**config.mk**
```make
export PLATFORM = sky130hd
export DESIGN_NAME = nbit_divider
export DESIGN_NICKNAME = d
export VERILOG_FILES = /design/src/rtl/divider_pkg.sv /design/src/rtl/nbit_subtractor.sv /design/src/rtl/nbit_divider.sv
export SDC_FILE = /design/constraint.sdc
export NUM_CORES = 1
export LEC_CHECK = 0
export ABC_CLOCK_PERIOD_IN_PS = 8500
export CORE_MARGIN = 4
export CORE_UTILIZATION = 59
export DETAILED_ROUTE_END_ITERATION = 8
export DONT_BUFFER_PORTS = 1
export PLACE_DENSITY = 0.83
export SYNTH_ARGS = -nofsm -noshare
export SYNTH_HDL_FRONTEND = slang
export SYNTH_SLANG_ARGS = --single-unit
```
**constraint.sdc**
```tcl
create_clock -name clk -period 8.5 [get_ports clk]
set_input_delay 1.7 -clock clk [delete_from_list [all_inputs] [get_ports clk]]
set_output_delay 1.7 -clock clk [all_outputs]
set_load 0.02 [all_outputs]
```
**src/rtl/divider_pkg.sv**
```systemverilog
// Shared definitions for the restoring divider: FSM state encoding and default width.
package divider_pkg;

  localparam int DEFAULT_N = 8;

  typedef enum logic [1:0] {
    IDLE = 2'd0,
    CALC = 2'd1,
    DONE = 2'd2
  } state_t;

endpackage

```
**src/rtl/nbit_subtractor.sv**
```systemverilog
// (N+1)-bit ripple-borrow subtractor used for the divider's trial subtraction.
module nbit_subtractor
  import divider_pkg::*;
#(
  parameter int N = DEFAULT_N
) (
  input  logic [N:0] a,
  input  logic [N:0] b,
  output logic [N:0] diff,
  output logic       borrow
);

  logic br_chain;

  always_comb begin
    diff     = '0;
    br_chain = 1'b0;
    for (int i = 0; i <= N; i++) begin
      diff[i]  = a[i] ^ b[i] ^ br_chain;
      br_chain = (~a[i] & b[i]) | (~(a[i] ^ b[i]) & br_chain);
    end
    borrow = br_chain;
  end

endmodule

```
**src/rtl/nbit_divider.sv**
```systemverilog
// Restoring shift-subtract divider: one quotient bit per CALC cycle, results N+1 cycles after start.
// Define NBIT_DIVIDER_SIGNED_EN for two's-complement operands (magnitude divide plus sign fix-up).
module nbit_divider
  import divider_pkg::*;
#(
  parameter int N = DEFAULT_N
) (
  input  logic         clk,
  input  logic         rst,
  input  logic         start,
  input  logic [N-1:0] dividend,
  input  logic [N-1:0] divisor,
  output logic         busy,
  output logic         done,
  output logic [N-1:0] quotient,
  output logic [N-1:0] remainder,
  output logic         div_zero
);

  localparam int CW = $clog2(N + 1);
  localparam logic [CW-1:0] LAST = CW'(N);

  state_t        state_q;
  logic [CW-1:0] cnt_q;
  logic [N:0]    rem_q;
  logic [N-1:0]  quo_q;
  logic [N-1:0]  dvs_q;

  logic [N:0]    shift_d;
  logic [N:0]    diff_d;
  logic [N:0]    rem_d;
  logic [N-1:0]  quo_d;
  logic          borrow_d;
  logic          accept_d;
  logic [N-1:0]  load_quo_d;
  logic [N-1:0]  load_dvs_d;
  logic [N-1:0]  res_quo_d;
  logic [N-1:0]  res_rem_d;
  logic          unused_rem_msb;

  assign accept_d = start && (state_q != CALC);

  // Quotient register doubles as the dividend shifter: its MSB feeds the partial remainder.
  assign shift_d = {rem_q[N-1:0], quo_q[N-1]};

  nbit_subtractor #(.N(N)) u_sub (
    .a      (shift_d),
    .b      ({1'b0, dvs_q}),
    .diff   (diff_d),
    .borrow (borrow_d)
  );

  assign rem_d          = borrow_d ? shift_d : diff_d;
  assign quo_d          = {quo_q[N-2:0], ~borrow_d};
  assign unused_rem_msb = rem_q[N];

`ifdef NBIT_DIVIDER_SIGNED_EN
  logic qneg_q;
  logic rneg_q;

  function automatic logic [N-1:0] twos_neg(input logic [N-1:0] v);
    return ~v + 1'b1;
  endfunction

  function automatic logic [N-1:0] mag(input logic [N-1:0] v);
    return v[N-1] ? twos_neg(v) : v;
  endfunction

  assign load_quo_d = mag(dividend);
  assign load_dvs_d = mag(divisor);
  assign res_quo_d  = qneg_q ? twos_neg(quo_q) : quo_q;
  assign res_rem_d  = rneg_q ? twos_neg(rem_q[N-1:0]) : rem_q[N-1:0];

  // Zero-divisor results bypass sign correction so the raw dividend comes back unchanged.
  always_ff @(posedge clk or posedge rst) begin
    if (rst) begin
      qneg_q <= 1'b0;
      rneg_q <= 1'b0;
    end else if (accept_d) begin
      qneg_q <= (divisor != '0) && (dividend[N-1] ^ divisor[N-1]);
      rneg_q <= (divisor != '0) && dividend[N-1];
    end
  end
`else
  assign load_quo_d = dividend;
  assign load_dvs_d = divisor;
  assign res_quo_d  = quo_q;
  assign res_rem_d  = rem_q[N-1:0];
`endif

  always_ff @(posedge clk or posedge rst) begin
    if (rst) begin
      state_q   <= IDLE;
      cnt_q     <= '0;
      rem_q     <= '0;
      quo_q     <= '0;
      dvs_q     <= '0;
      busy      <= 1'b0;
      done      <= 1'b0;
      quotient  <= '0;
      remainder <= '0;
      div_zero  <= 1'b0;
    end else begin
      case (state_q)
        CALC: begin
          if (cnt_q == LAST) begin
            state_q   <= DONE;
            busy      <= 1'b0;
            done      <= 1'b1;
            quotient  <= res_quo_d;
            remainder <= res_rem_d;
          end else begin
            rem_q <= rem_d;
            quo_q <= quo_d;
            cnt_q <= cnt_q + 1'b1;
          end
        end
        default: begin
          done <= 1'b0;
          if (accept_d) begin
            state_q  <= CALC;
            busy     <= 1'b1;
            div_zero <= (divisor == '0);
            // A zero divisor jumps straight to the final count so DONE follows on the next edge.
            if (divisor == '0) begin
              cnt_q <= LAST;
              rem_q <= {1'b0, dividend};
              quo_q <= '1;
              dvs_q <= '0;
            end else begin
              cnt_q <= '0;
              rem_q <= '0;
              quo_q <= load_quo_d;
              dvs_q <= load_dvs_d;
            end
          end else begin
            state_q <= IDLE;
          end
        end
      endcase
    end
  end

endmodule
```
==> results by group <==
STA
  – Clock skew: 0.00488 ns
  – TNS Setup: 0 ns
  – Fin. max-slew vios: 0
  – RSZ-0062 raised after global routing: no
  – Max Freq: 237 MHz
  – Final hold violation count: 0
  – Slew @ Worst Pin: 0.966 ns
  – Setup ws final: 4.27 ns
  – Final setup vio count: 0
  – Min Hold Slack: 0.534 ns
  – Minimum clock period: 4.23 ns
  – Final period utilization: 49.7%
  – Slew HR: 35.5%

CTS
  – Htree depth: 2
  – Clock buffer depth: 2
  – Post-CTS Setup Bufs: 0
  – Hold-fix buffers, CTS: 0
  – CTS Sinks: 48
  – Worst-path clk slew: 0.08 ns
  – Worst-Skew Late Latency: 0.30 ns
  – Root Buffer: clkbuf_8
  – CTS buffer count: 5
  – Post-CTS resize count: 0
  – CTS tree: done

Setup path
  – Worst R2R End: rem_q[1]$_DFFE_PP0P_
  – Reg2reg start: quo_q[7]$_DFFE_PP0P_
  – CP top delay family: adder cells
  – Slowest CP cell: nand2b_1
  – Most used cell, CP: fa_1
  – CP endpoint kind: flip-flop
  – CP peak stage delay: 0.42 ns
  – Critical Path AT: 4.39 ns
  – Crit Path Class: flip-flop to flip-flop
  – CP max FO: 17
  – Reg2Reg Setup Slack: 4.27 ns
  – Critical Path Start Type: flip-flop
  – Worst path cell trace: inv_1 -> ha_1 -> fa_1 -> fa_1 -> fa_1 -> fa_1 -> fa_1 -> fa_1 -> fa_1 -> nand2b_1 -> nand2_1 -> o211ai_1 -> a31oi_1
  – R2R depth: 13
  – Buffers & Inverters on Critical Path: 1
  – Required time of the critical path: 8.67 ns

Cells and area
  – FF/Latch Area: 1200 um2
  – Core Util, Final: 64.8%
  – Diode count: 0
  – Number of fill cells: 315
  – Final nets: 233
  – Share of layout cells above drive strength 1: 20.0%
  – Multi-input gate area: 1010 um2
  – Area growth syn-to-layout: 4.06%

Power and ir drop
  – Total chip power: 1100 uW
  – Power Density: 458 nW/um2
  – VDD IR max: 0.223 mV
  – P_leak: 0.00108 uW

Global routing
  – Largest net degree at the start of global routing: 49
  – Gr usage total: 19.1%
  – Initial antenna violation count: 0
  – Vias in the first global route: 1492
  – First-pass GRT wire length: 7440 um
  – Total gr overflow: 0

Worst hold path
  – Min-Delay Endpoint: cnt_q[2]$_DFFE_PP0P_
  – Depth of the worst hold-timing path: 1
  – Class of the worst hold path: flip-flop to flip-flop
  – Hold_sp: cnt_q[2]$_DFFE_PP0P_

Place
  – Port bufs: 0
  – GPL Wtd Cong: 0.823
  – Post-DP HPWL: 3190 um
  – Pre-CTS setup slack: 4.28 ns

Route
  – Antenna Nets Post-Route: 0
  – Via-to-Cell Ratio: 5.85
  – DRT iter0 DRCs: 110
  – Vias: 1479
  – First-pass DRT Iterations: 4
  – Routed len/inst: 17.4 um
  – Drt total wl: 4410 um
  – DRC violation count after routing: 0

Floorplanning
  – I/O Pins: 38
  – Die area: 4990 um2
  – Initial core utilization: 62.3%
  – Chip height: 70.6 um
  – Core ar.: 3720 um2
  – Row count: 22
  – Die width: 70.6 um

Synth
  – Post-synth top flop: dfrtp_1
  – Area leader, netlist: dfrtp_1
  – Post-Syn Area per Cell: 11.2 um2
  – Count leader, synth: dfrtp_1
  – Synthesis Warnings: 0
  – FFs w/ async S/R, synth: 100%
  – Register area share after synthesis: 51.9%
  – Main area contributors after synthesis: dfrtp_1, mux2_2, nand2_1
  – Mapped cell area: 2310 um2
  – Post-synth net total: 235
  – Syn Inst Count: 206
  – Post-synth top area share: 51.9%
  – Synth cell count leaders: dfrtp_1, nand2_1, mux2_2
  – Synth unique cells: 28
  – Number of synthesized flops with an enable pin: 0
  – Register bit total from synthesis: 48

Job
  – Maxcap violations: 0

Status
  – Status: finished clean
worst max path at each step:
stage                               from              endpoint  slack, ns  cells past startpoint
floorplan           quo_q[7]$_DFFE_PP0P_  rem_q[0]$_DFFE_PP0P_       4.42                     15
global placement    quo_q[7]$_DFFE_PP0P_  rem_q[6]$_DFFE_PP0P_       4.40                     13
detailed placement  quo_q[7]$_DFFE_PP0P_  rem_q[6]$_DFFE_PP0P_       4.28                     13
CTS                 quo_q[7]$_DFFE_PP0P_  rem_q[6]$_DFFE_PP0P_       4.27                     13
global route        quo_q[7]$_DFFE_PP0P_  rem_q[1]$_DFFE_PP0P_       4.06                     13
finish              quo_q[7]$_DFFE_PP0P_  rem_q[1]$_DFFE_PP0P_       4.27                     13
sequential cells by signal, summed over array words and instances, names as in the netlist, 2 cells and up:
register and flops:
cnt_q 4, dvs_q 8, quo_q 8, quotient 8, rem_q 8, remainder 8
state_q 2
area by class of cell:
| type | count | share of cell area [%] |
|---|---|---|
| clock buffer | 6 | 3.43 |
| clock inverter | 2 | 0.416 |
| inverter | 12 | 1.98 |
| multi-input combinational | 137 | 41.8 |
| sequential | 48 | 49.9 |
| tap | 48 | 2.49 |
cell families after synthesis:
kind of cell	after synthesis	synth area share (%)
simple gates	70	14.4
flops	48	51.9
compound gates	32	8.76
mux	25	12.7
buf+inv	21	4.60
fa+ha+maj	10	7.68
per-stage QoR:
step	instance area (um2)	instances
after floorplan	2310	206
after global placement	2310	245
after detailed placement	2310	245
after CTS	2410	253
after global routing	2410	253
final	2410	253
placed cells by master (no fill, tap or decap), types with 2 or more instances in the layout:
cell      synthesis  routed
a31oi_1          15      15
and2_1            2       2
clkbuf_8          0       6
clkinv_2          0       2
dfrtp_1          48      48
fa_1              7       7
ha_1              3       3
inv_1            11      10
mux2_2           24      24
nand2_1          39      39
nand2b_1          2       2
nor2_1           18      18
nor2_4            2       2
nor4_2            2       2
o211ai_1          8       8
o21ai_0           4       4
o21ai_1           3       3
where the power goes:
group / total (uW) / internal, uW / switching [uW]
combinational: 475 / 227 / 248
sequential: 490 / 348 / 142
clock: 137 / 65.0 / 72.5
metal layers:
layer / wire length, um / share of wire (%) / track usage [%] / vias up
met4: 80 / 1.8 / 8.14 / 0
met2: 2200 / 50 / 29.0 / 38
met5: 0 / 0 / 0 / -
met1: 1840 / 42 / 25.6 / 737
li1: - / - / - / 697
met3: 290 / 6.6 / 5.97 / 7
Power figures use the tool's default switching activity.
